File: src/rtl/dap_baud_arbiter_if.sv
// dap_baud_arbiter_if: requester handshake plus the baud generator register write port
interface dap_baud_arbiter_if #(
  parameter int NREQ = 2,
  parameter int IDW = (NREQ > 1) ? $clog2(NREQ) : 1,
  parameter int ADDRWIDTH = 12
);
  logic [NREQ-1:0] req;
  logic [16*NREQ-1:0] req_div;
  logic [3*NREQ-1:0] req_delay;
  logic [NREQ-1:0] gnt;
  logic busy;
  logic [IDW-1:0] active_id;
  logic bg_write_en;
  logic [ADDRWIDTH-1:0] bg_addr;
  logic [31:0] bg_wdata;
  logic [3:0] bg_byte_strobe;
  modport master (
    input req, req_div, req_delay,
    output gnt, busy, active_id, bg_write_en, bg_addr, bg_wdata, bg_byte_strobe
  );
  modport slave (
    output req, req_div, req_delay,
    input gnt, busy, active_id, bg_write_en, bg_addr, bg_wdata, bg_byte_strobe
  );
endinterface

File: src/rtl/dap_baud_arbiter.sv
// dap_baud_arbiter: round-robin sharing of the DAP baud generator between protocol engines
module dap_baud_arbiter #(
  parameter int NREQ = 2,
  parameter int IDW = (NREQ > 1) ? $clog2(NREQ) : 1,
  parameter int ADDRWIDTH = 12,
  parameter logic [ADDRWIDTH-1:0] BASE_ADDR = '0,
  parameter int SETTLE_CYCLES = 8
) (
  input logic clk,
  input logic resetn,
  dap_baud_arbiter_if.master bus
);
  typedef enum logic [2:0] {IDLE, WR_TIM, WR_EN, SETTLE, GRANTED, RELEASE} state_t;
  state_t state_q, state_d;
  logic [IDW-1:0] ptr_q, ptr_d, id_q, id_d, pick, cand;
  logic [15:0] div_q, div_d;
  logic [2:0] dly_q, dly_d;
  logic [7:0] cnt_q, cnt_d;
  logic [15:0] div_a [NREQ];
  logic [2:0] dly_a [NREQ];
  logic [NREQ-1:0] gnt_q, gnt_d;
  logic busy_q, we_q, we_d;
  logic [ADDRWIDTH-1:0] addr_q, addr_d;
  logic [31:0] wdata_q, wdata_d;
  logic [3:0] strb_q, strb_d;
  for (genvar i = 0; i < NREQ; i++) begin : g_cfg
    assign div_a[i] = bus.req_div[16*i +: 16];
    assign dly_a[i] = bus.req_delay[3*i +: 3];
  end
  // descending scan so the nearest requester after the pointer wins
  always_comb begin
    pick = ptr_q;
    cand = ptr_q;
    for (int i = NREQ; i >= 1; i--) begin
      cand = IDW'((int'(ptr_q) + i) % NREQ);
      if (bus.req[cand]) pick = cand;
    end
  end
  always_ff @(posedge clk or negedge resetn) begin
    if (!resetn) begin
      state_q <= IDLE;
      ptr_q <= IDW'(NREQ - 1);
      id_q <= '0;
      div_q <= '0;
      dly_q <= '0;
      cnt_q <= '0;
      gnt_q <= '0;
      busy_q <= 1'b0;
      we_q <= 1'b0;
      addr_q <= BASE_ADDR;
      wdata_q <= '0;
      strb_q <= '0;
    end else begin
      state_q <= state_d;
      ptr_q <= ptr_d;
      id_q <= id_d;
      div_q <= div_d;
      dly_q <= dly_d;
      cnt_q <= cnt_d;
      gnt_q <= gnt_d;
      busy_q <= state_d != IDLE;
      we_q <= we_d;
      addr_q <= addr_d;
      wdata_q <= wdata_d;
      strb_q <= strb_d;
    end
  end
  always_comb begin
    state_d = state_q;
    ptr_d = ptr_q;
    id_d = id_q;
    div_d = div_q;
    dly_d = dly_q;
    cnt_d = cnt_q;
    case (state_q)
      IDLE: if (|bus.req) begin
        state_d = WR_TIM;
        id_d = pick;
        div_d = div_a[pick];
        dly_d = dly_a[pick];
      end
      WR_TIM: state_d = WR_EN;
      WR_EN: begin
        state_d = SETTLE;
        cnt_d = 8'(SETTLE_CYCLES - 1);
      end
      SETTLE: if (!bus.req[id_q]) state_d = RELEASE;
        else if (cnt_q == 8'd0) state_d = GRANTED;
        else cnt_d = cnt_q - 8'd1;
      GRANTED: if (!bus.req[id_q]) state_d = RELEASE;
      RELEASE: begin
        state_d = IDLE;
        ptr_d = id_q;
      end
      default: state_d = IDLE;
    endcase
  end
  // outputs are precomputed from the next state so the registers line up with it
  always_comb begin
    we_d = state_d inside {WR_TIM, WR_EN, RELEASE};
    addr_d = (state_d == WR_TIM) ? BASE_ADDR + ADDRWIDTH'(4) : BASE_ADDR;
    wdata_d = (state_d == WR_TIM) ? {13'd0, dly_d, div_d} : (state_d == WR_EN) ? 32'd1 : 32'd0;
    strb_d = (state_d == WR_TIM) ? 4'b0111 : we_d ? 4'b0001 : 4'b0000;
    gnt_d = (state_d == GRANTED) ? NREQ'(1) << id_d : '0;
  end
  assign bus.gnt = gnt_q;
  assign bus.busy = busy_q;
  assign bus.active_id = id_q;
  assign bus.bg_write_en = we_q;
  assign bus.bg_addr = addr_q;
  assign bus.bg_wdata = wdata_q;
  assign bus.bg_byte_strobe = strb_q;
endmodule

File: src/flat_wrapper.sv
// flat-port wrapper written by rule: the top's interface ports become plain ports
module dap_baud_arbiter_flat 
#(
  parameter int NREQ = 2,
  parameter int IDW = (NREQ > 1) ? $clog2(NREQ) : 1,
  parameter int ADDRWIDTH = 12,
  parameter logic [ADDRWIDTH-1:0] BASE_ADDR = '0,
  parameter int SETTLE_CYCLES = 8
)
  (clk, resetn, bus_req, bus_req_div, bus_req_delay, bus_gnt, bus_busy, bus_active_id, bus_bg_write_en, bus_bg_addr, bus_bg_wdata, bus_bg_byte_strobe);
  dap_baud_arbiter_if #(.NREQ(NREQ), .IDW(IDW), .ADDRWIDTH(ADDRWIDTH)) bus_i ();
  input logic clk;
  input logic resetn;
  input wire logic [$bits(bus_i.req)-1:0] bus_req;
  input wire logic [$bits(bus_i.req_div)-1:0] bus_req_div;
  input wire logic [$bits(bus_i.req_delay)-1:0] bus_req_delay;
  output wire logic [$bits(bus_i.gnt)-1:0] bus_gnt;
  output wire logic [$bits(bus_i.busy)-1:0] bus_busy;
  output wire logic [$bits(bus_i.active_id)-1:0] bus_active_id;
  output wire logic [$bits(bus_i.bg_write_en)-1:0] bus_bg_write_en;
  output wire logic [$bits(bus_i.bg_addr)-1:0] bus_bg_addr;
  output wire logic [$bits(bus_i.bg_wdata)-1:0] bus_bg_wdata;
  output wire logic [$bits(bus_i.bg_byte_strobe)-1:0] bus_bg_byte_strobe;
  assign bus_i.req = bus_req;
  assign bus_i.req_div = bus_req_div;
  assign bus_i.req_delay = bus_req_delay;
  assign bus_gnt = bus_i.gnt;
  assign bus_busy = bus_i.busy;
  assign bus_active_id = bus_i.active_id;
  assign bus_bg_write_en = bus_i.bg_write_en;
  assign bus_bg_addr = bus_i.bg_addr;
  assign bus_bg_wdata = bus_i.bg_wdata;
  assign bus_bg_byte_strobe = bus_i.bg_byte_strobe;
  dap_baud_arbiter #(.NREQ(NREQ), .IDW(IDW), .ADDRWIDTH(ADDRWIDTH), .BASE_ADDR(BASE_ADDR), .SETTLE_CYCLES(SETTLE_CYCLES)) u_core (.clk(clk), .resetn(resetn), .bus(bus_i));
endmodule
File: config.mk
export PLATFORM = sky130hd
export DESIGN_NAME = dap_baud_arbiter_flat
export DESIGN_NICKNAME = d
export VERILOG_FILES = /design/src/rtl/dap_baud_arbiter_if.sv /design/src/rtl/dap_baud_arbiter.sv /design/src/flat_wrapper.sv
export SDC_FILE = /design/constraint.sdc
export NUM_CORES = 1
export LEC_CHECK = 0
export CORE_MARGIN = 3
export CORE_UTILIZATION = 40
export DETAILED_ROUTE_END_ITERATION = 7
export GPL_TIMING_DRIVEN = 0
export PLACE_DENSITY = 0.79
export SLEW_MARGIN = 15
export SYNTH_ARGS = -nofsm -noshare
export SYNTH_HDL_FRONTEND = slang
export SYNTH_SLANG_ARGS = --single-unit
File: constraint.sdc
create_clock -name clk -period 2 [get_ports clk]
set_input_delay 0.4 -clock clk [delete_from_list [all_inputs] [get_ports clk]]
set_output_delay 0.4 -clock clk [all_outputs]
set_load 0.02 [all_outputs]
==> reports/qor.yml, run 1 <==
status:
  status: "finished clean"
sta:
  hold_viol: 0
  maxSlewHeadroom_pct: 52.6
  period_minus_slack_ns: 1.88
  fmax_mhz: 533
  whs_ns: 0.484
  setup-tns-final_ns: 0
  worst_pin_slew_ns: 0.709
  setup_viol: 0
  rsz0062_at_grt: "no"
  finalMaxSlewViolations: 0
  fin_skew_ns: 0.00437
  finalCritPeriodShare_pct: 93.9
clock_network:
  clock_latency_ns: 0.29
  clk_pin_slew_ns: 0.07
  htreeDepth: 2
  cts_tree: "built"
  root_buffer: "clkbuf_8"
  postCtsSetupRepairBufs: 0
  numCtsBuffers: 5
  cts.path.max_buffers: 2
  clock_sinks: 38
setup_path:
  critPathTopFamily: "simple AND/OR/NAND/NOR gates"
  arrival_ns: 2.08
  cp_num_buf_inv: 1
  path_class: "reg2reg"
  crit_path_end_kind: "flop"
  path_cells: "inv_1 -> ha_1 -> nor4bb_1 -> a22o_2 -> or4_1 -> a21oi_1"
  worst_path_max_delay_cell: "or4_1"
  worst_setup_path_start_kind: "flop"
  crit_path_max_fanout: 6
  critical_path.max_stage_delay_ns: 0.47
  cp.required_ns: 2.20
global_route:
  grt_pass1_vias: 1593
  grt-ovfl-total: 0
  antenna_found_initial: 0
  grt_max_degree: 30
  grt_use_total_pct: 16.1
  grt_pass1_wl_um: 7460
cells_and_area:
  post-route-util_pct: 65.3
  seq_area_um2: 952
  drive_gt1_share_pct: 16.8
  n_fill_cell: 385
  syn_to_final_growth_pct: 51.3
  antennaDiodeCount: 0
  multi_input_area_um2: 855
  fin_cells: 362
  finalNetCount: 339
route:
  antenna_left: 0
  viasPerCell: 4.60
  first_pass_iters: 4
  drc: 0
  totalWireLength_um: 4620
  vias: 1667
  drtIter0Drc: 79
  wl_per_cell_um: 12.8
synthesis:
  netlist_area_um2: 1970
  synthArstFlopShare_pct: 100
  ys_seq_elements: 38
  synth_warnings: 0
  synth.avg_cell_area_um2: 10.2
  synth_seq_area_share_pct: 48.3
  synth_cell_types: 39
  synthCells: 194
  synth_edf_count: 0
  synthFlopType: "dfrtp_1"
floorplanning:
  dieArea_um2: 5800
  rows: 24
  start_util_pct: 43.1
  io_pins: 95
  design.core.area_um2: 4560
  dieHeight_um: 76.2
  fp.dieW_um: 76.2
place:
  portBuffers: 69
  dp_hpwl_um: 3450
  dp_cells: 353
  place_congestion: 0.831
pwr:
  ir_worst_vdd_v: 0.000429
  p_per_area_nw_per_um2: 1100
  p_leak_nw: 1.39
worst_hold_path:
  hp-class: "reg2reg"
flow_run:
  drv_cap: 0
cell type report:
cell class | count | share of cell area (%)
Buffer | 35 | 8.02
Clock buffer | 7 | 2.90
Clock inverter | 1 | 1.01
Inverter | 6 | 0.756
Multi-Input combinational cell | 139 | 28.7
Sequential cell | 38 | 32.0
Tap cell | 65 | 2.73
Timing Repair Buffer | 71 | 23.9
cell families (layout without fill, tap and decap cells):
group           Yosys count  after routing  synth area share (%)
flops                    38             38                  48.3
other cells               1             25                 0.190
compound gates           31             31                  10.1
fa+ha+maj                 1              1                 0.635
buf+inv                  41            120                  13.2
mux                      22             22                  11.3
simple gates             59             59                  15.8
xor+xnor                  1              1                 0.445
layout by cell type (no fill, tap or decap), types with 4 or more instances in the layout:
master           instances
clkdlybuf4s50_1         66
dfrtp_1                 37
nor2_1                  29
buf_4                   27
conb_1                  25
mux2i_1                 20
a21oi_1                  9
o21ai_0                  6
nand2_1                  6
clkbuf_8                 6
inv_1                    5
clkbuf_1                 4
or4_1                    4
nand3b_1                 4
metal layers:
metal  part of all wire (%)  GRT usage (%)  vias up
li1                       -              -      829
met1                     40           17.9      759
met2                     50           28.8       71
met3                    7.4           5.20        8
met4                    1.8           5.98        0
met5                      0              0        -
metrics by stage:
stage	setup WS (ns)	area [µm²]	total power, mW
3_3_place_gp	-0.338	2830	2.56
5_1_grt	0.0230	2980	3.48
4_1_cts	0.140	2980	3.29
6_report	0.123	2980	3.28
3_5_place_dp	-0.369	2850	2.59
2_1_floorplan	0.286	2060	2.05
power by group:
| group | internal [mW] | switching [mW] |
|---|---|---|
| clock | 0.407 | 0.263 |
| combinational | 0.698 | 0.819 |
| sequential | 0.962 | 0.132 |
| total | 2.07 | 1.21 |
synth_stat cells, drive strengths merged (2+ instances only):
master	instances	share of area [%]
or4	4	1.5
nand3b	4	1.5
inv	6	1.1
a31oi	3	0.95
nor3	2	0.51
and3	2	0.64
nor2	29	5.5
buf	32	11
nor3b	3	1.1
dfrtp	37	47
o22ai	2	0.64
a221oi	2	0.89
mux2	2	1.1
o31ai	3	1.1
mux2i	20	10
a31o	2	0.89
a21oi	9	2.3
nand2	6	1.1
clkbuf	3	0.57
o21ai	6	1.5
nand3	2	0.51
worst register-to-register path, stage by stage (launching register included):
cell      delay [ns]
dfrtp_1         0.37
inv_1           0.08
ha_1            0.26
nor4bb_1        0.16
a22o_2          0.27
or4_1           0.47
a21oi_1         0.18
sequential cells by signal, summed over array words and instances (netlist names):
| signal | flops |
|---|---|
| u_core.bus.busy | 1 |
| u_core.bus.active_id | 1 |
| u_core.ptr_q | 1 |
| u_core.bus.bg_byte_strobe | 2 |
| u_core.bus.gnt | 2 |
| u_core.state_q | 3 |
| u_core.cnt_q | 8 |
| u_core.bus.bg_write_en | 1 |
| u_core.bus.bg_wdata | 19 |
worst paths after layout:
path | startpoint | endpoint | slack, ns | cells after the start
setup / recovery | u_core.cnt_q[0]$_DFFE_PN0P_ | u_core.cnt_q[5]$_DFFE_PN0P_ | 0.12 | 6
hold / removal | u_core.cnt_q[0]$_DFFE_PN0P_ | u_core.cnt_q[0]$_DFFE_PN0P_ | 0.48 | 1
setup reg to reg | u_core.cnt_q[0]$_DFFE_PN0P_ | u_core.cnt_q[5]$_DFFE_PN0P_ | 0.12 | 6
hold reg to reg | u_core.cnt_q[0]$_DFFE_PN0P_ | u_core.cnt_q[0]$_DFFE_PN0P_ | 0.48 | 1
max in group asynchronous | resetn | u_core.ptr_q$_DFFE_PN1N_ | 0.99 | 3
min in group asynchronous | resetn | u_core.bus.bg_wdata[11]$_DFF_PN0_ | 0.52 | 2
what timing repair did:
| action | 4_1_cts | 5_1_grt |
|---|---|---|
| hold buffers | 1 | 0 |
| resized for setup | 3 | 1 |
| hold endpoints to repair | 9 | 0 |
| setup endpoints to repair | 7 | 2 |
No activity file was read; power rests on OpenSTA's default activity.
==> run 2, diff against run 1 <==
CELL_PAD_IN_SITES_DETAIL_PLACEMENT = 0   (was unset)
CELL_PAD_IN_SITES_GLOBAL_PLACEMENT = 1   (was unset)
CORE_UTILIZATION = 29   (was 40)
PLACE_DENSITY = unset   (was 0.79)
PLACE_DENSITY_LB_ADDON = 0.1   (was unset)
==> run 2 against run 1 <==
Die area is 35% higher. Maximum frequency is 1.0% higher. Flip-flop and latch count stayed put. Critical path depth stayed put. Critical path type unchanged. Largest cell class unchanged. Highest routed layer unchanged.
==> reports/qor.yml, run 2 (synthesis gave the netlist of run 1 again) <==
clock_network:
  htreeDepth: 2  # unchanged
  cts_tree: "built"
  cts.path.max_buffers: 2  # unchanged
  root_buffer: "clkbuf_8"
  clock_sinks: 38  # unchanged
  numCtsBuffers: 5  # unchanged
  postCtsSetupRepairBufs: 0  # unchanged
  clock_latency_ns: 0.29  # about the same
  clk_pin_slew_ns: 0.08  # about the same
setup_path:
  arrival_ns: 2.07  # about the same
  crit_path_max_fanout: 6  # unchanged
  cp.required_ns: 2.21  # about the same
  worst_setup_path_start_kind: "flop"
  path_class: "reg2reg"
  crit_path_end_kind: "flop"
sta:
  setup-tns-final_ns: 0  # unchanged
  maxSlewHeadroom_pct: 53.3  # +0.74 points
  finalMaxSlewViolations: 0  # unchanged
  fmax_mhz: 538  # +1.0%
  whs_ns: 0.0140  # -0.470 ns
  hold_viol: 0  # unchanged
  rsz0062_at_grt: "no"
  worst_pin_slew_ns: 0.698  # -0.0111 ns
  period_minus_slack_ns: 1.86  # -0.0194 ns
  finalCritPeriodShare_pct: 92.9  # -0.97 points
  setup_viol: 0  # unchanged
  fin_skew_ns: 0.00729  # +0.00292 ns
global_route:
  antenna_found_initial: 0  # unchanged
  grt-ovfl-total: 0  # unchanged
  grt_use_total_pct: 11.9  # -4.3 points
  grt_pass1_wl_um: 7120  # -4.5%
  grt_max_degree: 26  # -13%
  grt_pass1_vias: 1448  # -9.1%
route:
  drc: 0  # unchanged
  wl_per_cell_um: 13.2  # +3.2%
  antenna_left: 0  # unchanged
  vias: 1621  # -2.8%
  totalWireLength_um: 4910  # +6.4%
  viasPerCell: 4.35  # -5.6%
  first_pass_iters: 4  # unchanged
  drtIter0Drc: 37  # -53%
cells_and_area:
  syn_to_final_growth_pct: 50.1
  final_cell_mix: "clkdlybuf4s50_1 (66), dfrtp_1 (37), nor2_1 (29)"
  n_fill_cell: 642  # +67%
  final_common_cell: "clkdlybuf4s50_1"
  fin_cells: 373  # +3.0%
  design_area_um2: 2960  # -0.76%
  post-route-util_pct: 45.8  # -19 points
  largest_reg_flops: 19  # unchanged
  finalNetCount: 338  # -0.29%
  antennaDiodeCount: 0  # unchanged
  drive_gt1_share_pct: 16.9  # +0.057 points
worst_hold_path:
  hp-class: "in2async"
floorplanning:
  design.core.area_um2: 6460  # +42%
  io_pins: 95  # unchanged
  dieArea_um2: 7820  # +35%
  fp.dieW_um: 88.4  # +16%
  rows: 29  # +21%
  start_util_pct: 30.5  # -13 points
  dieHeight_um: 88.4  # +16%
place:
  dp_hpwl_um: 3800  # +10%
  portBuffers: 69  # unchanged
  place_area_um2: 2860  # +0.53%
  dp_cells: 365  # +3.4%
  place_congestion: 0.684  # -18%
pwr:
  p_clk_share_pct: 17.4  # -3.0 points
  ir_worst_vdd_v: 0.000619  # +44%
  power_frac_comb_pct: 47.9  # +1.7 points
  switching_share_pct: 38.5  # +1.5 points
  intPower_mw: 1.93  # -6.5%
  switching_power_mw: 1.21  # -0.42%
  sequentialPowerShare_pct: 34.7  # +1.3 points
  p_leak_nw: 1.38  # -1.1%
  p_per_area_nw_per_um2: 1060  # -3.5%
status:
  status: "finished clean"
flow_run:
  drv_cap: 0  # unchanged
==> run 2: changes by cell type in the layout (fill, tap and decap cells not counted), sizes merged <==
cell         change
buf              +1
bufinv           -1
clkbuf           -1
clkinv           +1
dlygate4sd3      -1
==> run 2: per-stage QoR <==
step                      power, mW  setup WS (ns)
after floorplan                2.05          0.286
after global placement         2.61         -0.485
after detailed placement       2.61         -0.403
after CTS                      3.19          0.140
after global routing           3.36        0.00324
final                          3.14          0.142
==> run 2: final timing paths <==
path,to,startpoint,slack (ns),cells past startpoint
min in group clk,u_core.cnt_q[0]$_DFFE_PN0P_,u_core.cnt_q[0]$_DFFE_PN0P_,0.48,1
min reg2reg,u_core.cnt_q[0]$_DFFE_PN0P_,u_core.cnt_q[0]$_DFFE_PN0P_,0.48,1
max reg2reg,u_core.cnt_q[7]$_DFFE_PN0P_,u_core.cnt_q[0]$_DFFE_PN0P_,0.14,6
max in group asynchronous,u_core.ptr_q$_DFFE_PN1N_,resetn,1.45,2
max,u_core.cnt_q[7]$_DFFE_PN0P_,u_core.cnt_q[0]$_DFFE_PN0P_,0.14,6
min,u_core.cnt_q[5]$_DFFE_PN0P_,resetn,0.01,1
==> run 2: power groups by stage <==
stage          Combinational [mW]  Clock (mW)  Sequential (mW)
2_1_floorplan               0.814           0             1.24
3_3_place_gp                 1.51           0             1.10
3_5_place_dp                 1.51           0             1.10
4_1_cts                      1.52       0.577             1.09
5_1_grt                      1.64       0.606             1.12
6_report                     1.51       0.547             1.09
==> run 2: critical path: stages (launching register included) <==
cell and delay (ns):
dfrtp_1 0.37, inv_1 0.06, ha_1 0.25, nor4bb_1 0.17, a22o_2 0.28, or4_1 0.50
a21oi_1 0.15
==> run 2: area by class of cell <==
class	instances	area (µm²)	share of cell area, %
tap	77	96.3	3.26
multi-input combinational	139	855	28.9
clock inverter	1	5.00	0.169
timing repair buffer	70	703	23.8
sequential	38	952	32.2
buffer	35	236	8.00
clock buffer	7	86.3	2.92
inverter	6	22.5	0.762
==> run 2: what timing repair did <==
action	in CTS	in global routing
hold buffers	0	0
gates resized for setup	3	0
endpoints found under the setup margin	6	0
==> run 2: routing by layer <==
layer  share of wire [%]  routed length (µm)  global-route usage (%)
met3                 7.2                 353                    3.63
met5                   0                   0                       0
met4                0.94                  46                    3.71
met2                  46                2260                    18.3
met1                  46                2260                    16.0
==> run 3, diff against run 2 <==
CORE_UTILIZATION = 30   (was 29)
CTS_BUF_LIST = sky130_fd_sc_hd__clkbuf_8   (was unset)
==> run 3 against run 2 <==
Clock-buffer cell count fell by 1. Cell count down 0.27%. Combinational power hardly changed. Hold slack better by 0.45 ns. Critical path type unchanged. Flip-flop and latch count unchanged. Non-clock buffer count increased by 1. Core utilization increased by 2.6 points. Highest routed layer unchanged. Largest power group unchanged.
==> reports/qor.yml, run 3 (synthesis gave the netlist of run 1 again) <==
setup_path:
  path_class: "reg2reg"
  worstRegToRegCells: 6  # unchanged
  crit_path_end_kind: "flop"
  arrival_ns: 2.05  # -0.02 ns
  crit_path_max_fanout: 6  # unchanged
  rrSetupSlack_ns: 0.17  # +0.03 ns
  path_cells: "inv_1 -> ha_1 -> nor4bb_1 -> a22o_2 -> or4_1 -> a21oi_1"
  worst_path_max_delay_cell: "or4_1"
  worst_setup_path_start_kind: "flop"
  critical_path.max_stage_delay_ns: 0.50  # about the same
  cp.required_ns: 2.22  # about the same
sta:
  maxSlewHeadroom_pct: 55.8  # +2.4 points
  setup_viol: 0  # unchanged
  fin_skew_ns: 0.00512  # -0.00217 ns
  rsz0062_at_grt: "no"
  period_minus_slack_ns: 1.83  # -0.0288 ns
  setup_slack_ns: 0.171  # +0.0288 ns
  worst_pin_slew_ns: 0.645  # -0.0532 ns
  hold_viol: 0  # unchanged
  fmax_mhz: 547  # +1.6%
  finalCritPeriodShare_pct: 91.4  # -1.4 points
  finalMaxSlewViolations: 0  # unchanged
  setup-tns-final_ns: 0  # unchanged
  whs_ns: 0.466  # +0.452 ns
floorplanning:
  design.core.area_um2: 6130  # -5.1%
  io_pins: 95  # unchanged
  dieHeight_um: 87.0  # -1.6%
  start_util_pct: 32.1  # +1.6 points
  rows: 28  # -3.4%
  fp.dieW_um: 87.0  # -1.6%
  dieArea_um2: 7570  # -3.1%
cells_and_area:
  finalNetCount: 339  # +0.30%
  final_common_cell: "clkdlybuf4s50_1"
  largest_reg_flops: 19  # unchanged
  antennaDiodeCount: 0  # unchanged
  post-route-util_pct: 48.4  # +2.6 points
  fin_cells: 372  # -0.27%
  syn_to_final_growth_pct: 50.7
  n_fill_cell: 573  # -11%
  drive_gt1_share_pct: 17.2  # +0.28 points
  final_cell_mix: "clkdlybuf4s50_1 (66), dfrtp_1 (37), nor2_1 (29)"
clock_network:
  htreeDepth: 2  # unchanged
  numCtsBuffers: 5  # unchanged
  clock_latency_ns: 0.29  # about the same
  root_buffer: "clkbuf_8"
  clock_sinks: 38  # unchanged
  cts_tree: "built"
  postCtsSetupRepairBufs: 0  # unchanged
  cts.path.max_buffers: 2  # unchanged
  clk_pin_slew_ns: 0.08  # about the same
pwr:
  ir_worst_vdd_v: 0.000749  # +21%
  p_per_area_nw_per_um2: 1060  # +0.15%
  p_leak_nw: 1.38  # +0.23%
route:
  wl_per_cell_um: 13.5  # +2.7%
  antenna_left: 0  # unchanged
  drtIter0Drc: 47  # +27%
  viasPerCell: 4.28  # -1.4%
  first_pass_iters: 4  # unchanged
  drc: 0  # unchanged
  vias: 1594  # -1.7%
  totalWireLength_um: 5030  # +2.4%
place:
  dp_slack_ns: -0.413  # -0.00964 ns
  place_congestion: 0.697  # +1.9%
  dp_cells: 363  # -0.55%
  dp_hpwl_um: 3790  # -0.37%
  portBuffers: 69  # unchanged
global_route:
  grt_use_total_pct: 13.2  # +1.3 points
  grt-ovfl-total: 0  # unchanged
  grt_pass1_vias: 1523  # +5.2%
  grt_max_degree: 33  # +27%
  grt_pass1_wl_um: 7760  # +9.0%
  antenna_found_initial: 0  # unchanged
status:
  status: "finished clean"
worst_hold_path:
  worst_hold_path.num_cells: 1
  hp-class: "reg2reg"
flow_run:
  drv_cap: 0  # unchanged
run 3: changes by cell type in the layout (fill, tap and decap cells not counted):
cell and change:
clkbuf_1 -1, clkinvlp_4 +1, dlygate4sd3_1 +1
run 3: worst max-delay path, delay by kind of cell (launching register included):
kind / cells / cell delay [ns]
AND/OR/NAND/NOR: 2 / 0.66
flip-flops: 1 / 0.36
adder cells (fa/ha/maj): 1 / 0.25
AO/OA/AOI/OAI: 2 / 0.43
buffers and inverters: 1 / 0.06
run 3: repair_timing:
| item | CTS | global route |
|---|---|---|
| endpoints found under the hold margin | 6 | 0 |
| gates resized for setup | 3 | 0 |
| setup endpoints to repair | 5 | 0 |
| hold buffers | 1 | 0 |
run 3: path summary, 6_finish.rpt:
path                                        startpoint                          endpoint
max in group asynchronous                       resetn          u_core.ptr_q$_DFFE_PN1N_
max                        u_core.cnt_q[0]$_DFFE_PN0P_       u_core.cnt_q[7]$_DFFE_PN0P_
min reg2reg                u_core.cnt_q[0]$_DFFE_PN0P_       u_core.cnt_q[0]$_DFFE_PN0P_
max reg2reg                u_core.cnt_q[0]$_DFFE_PN0P_       u_core.cnt_q[7]$_DFFE_PN0P_
min                        u_core.cnt_q[0]$_DFFE_PN0P_       u_core.cnt_q[0]$_DFFE_PN0P_
min in group asynchronous                       resetn  u_core.bus.bg_wdata[9]$_DFF_PN0_
run 3: area by class of cell:
type | count | area [µm²] | share of cell area (%)
plain buffers | 35 | 236 | 7.97
clock buffers | 6 | 82.6 | 2.78
clock inverters | 2 | 12.5 | 0.422
inverters | 6 | 22.5 | 0.759
multi-input cells | 139 | 855 | 28.8
flip-flops and latches | 38 | 952 | 32.1
well taps | 75 | 93.8 | 3.16
repair buffers | 71 | 713 | 24.0
run 3: stage by stage:
| step | area (µm²) | total power, mW |
|---|---|---|
| floorplan | 2060 | 2.05 |
| global placement | 2840 | 2.61 |
| detailed placement | 2860 | 2.62 |
| CTS | 2970 | 3.20 |
| global route | 2970 | 3.39 |
| finish | 2970 | 3.16 |
run 3: power breakdown:
| part | switching [mW] | total [mW] | internal (mW) |
|---|---|---|---|
| Sequential | 0.127 | 1.09 | 0.962 |
| Clock | 0.282 | 0.559 | 0.277 |
| Combinational | 0.816 | 1.51 | 0.694 |
run 3: per-layer routing:
metal | up-vias | track usage, % | wire length (µm)
met5 | - | 0 | 0
met4 | 0 | 4.25 | 57
met3 | 7 | 3.88 | 455
met2 | 58 | 19.0 | 2190
met1 | 707 | 18.8 | 2330
li1 | 822 | - | -
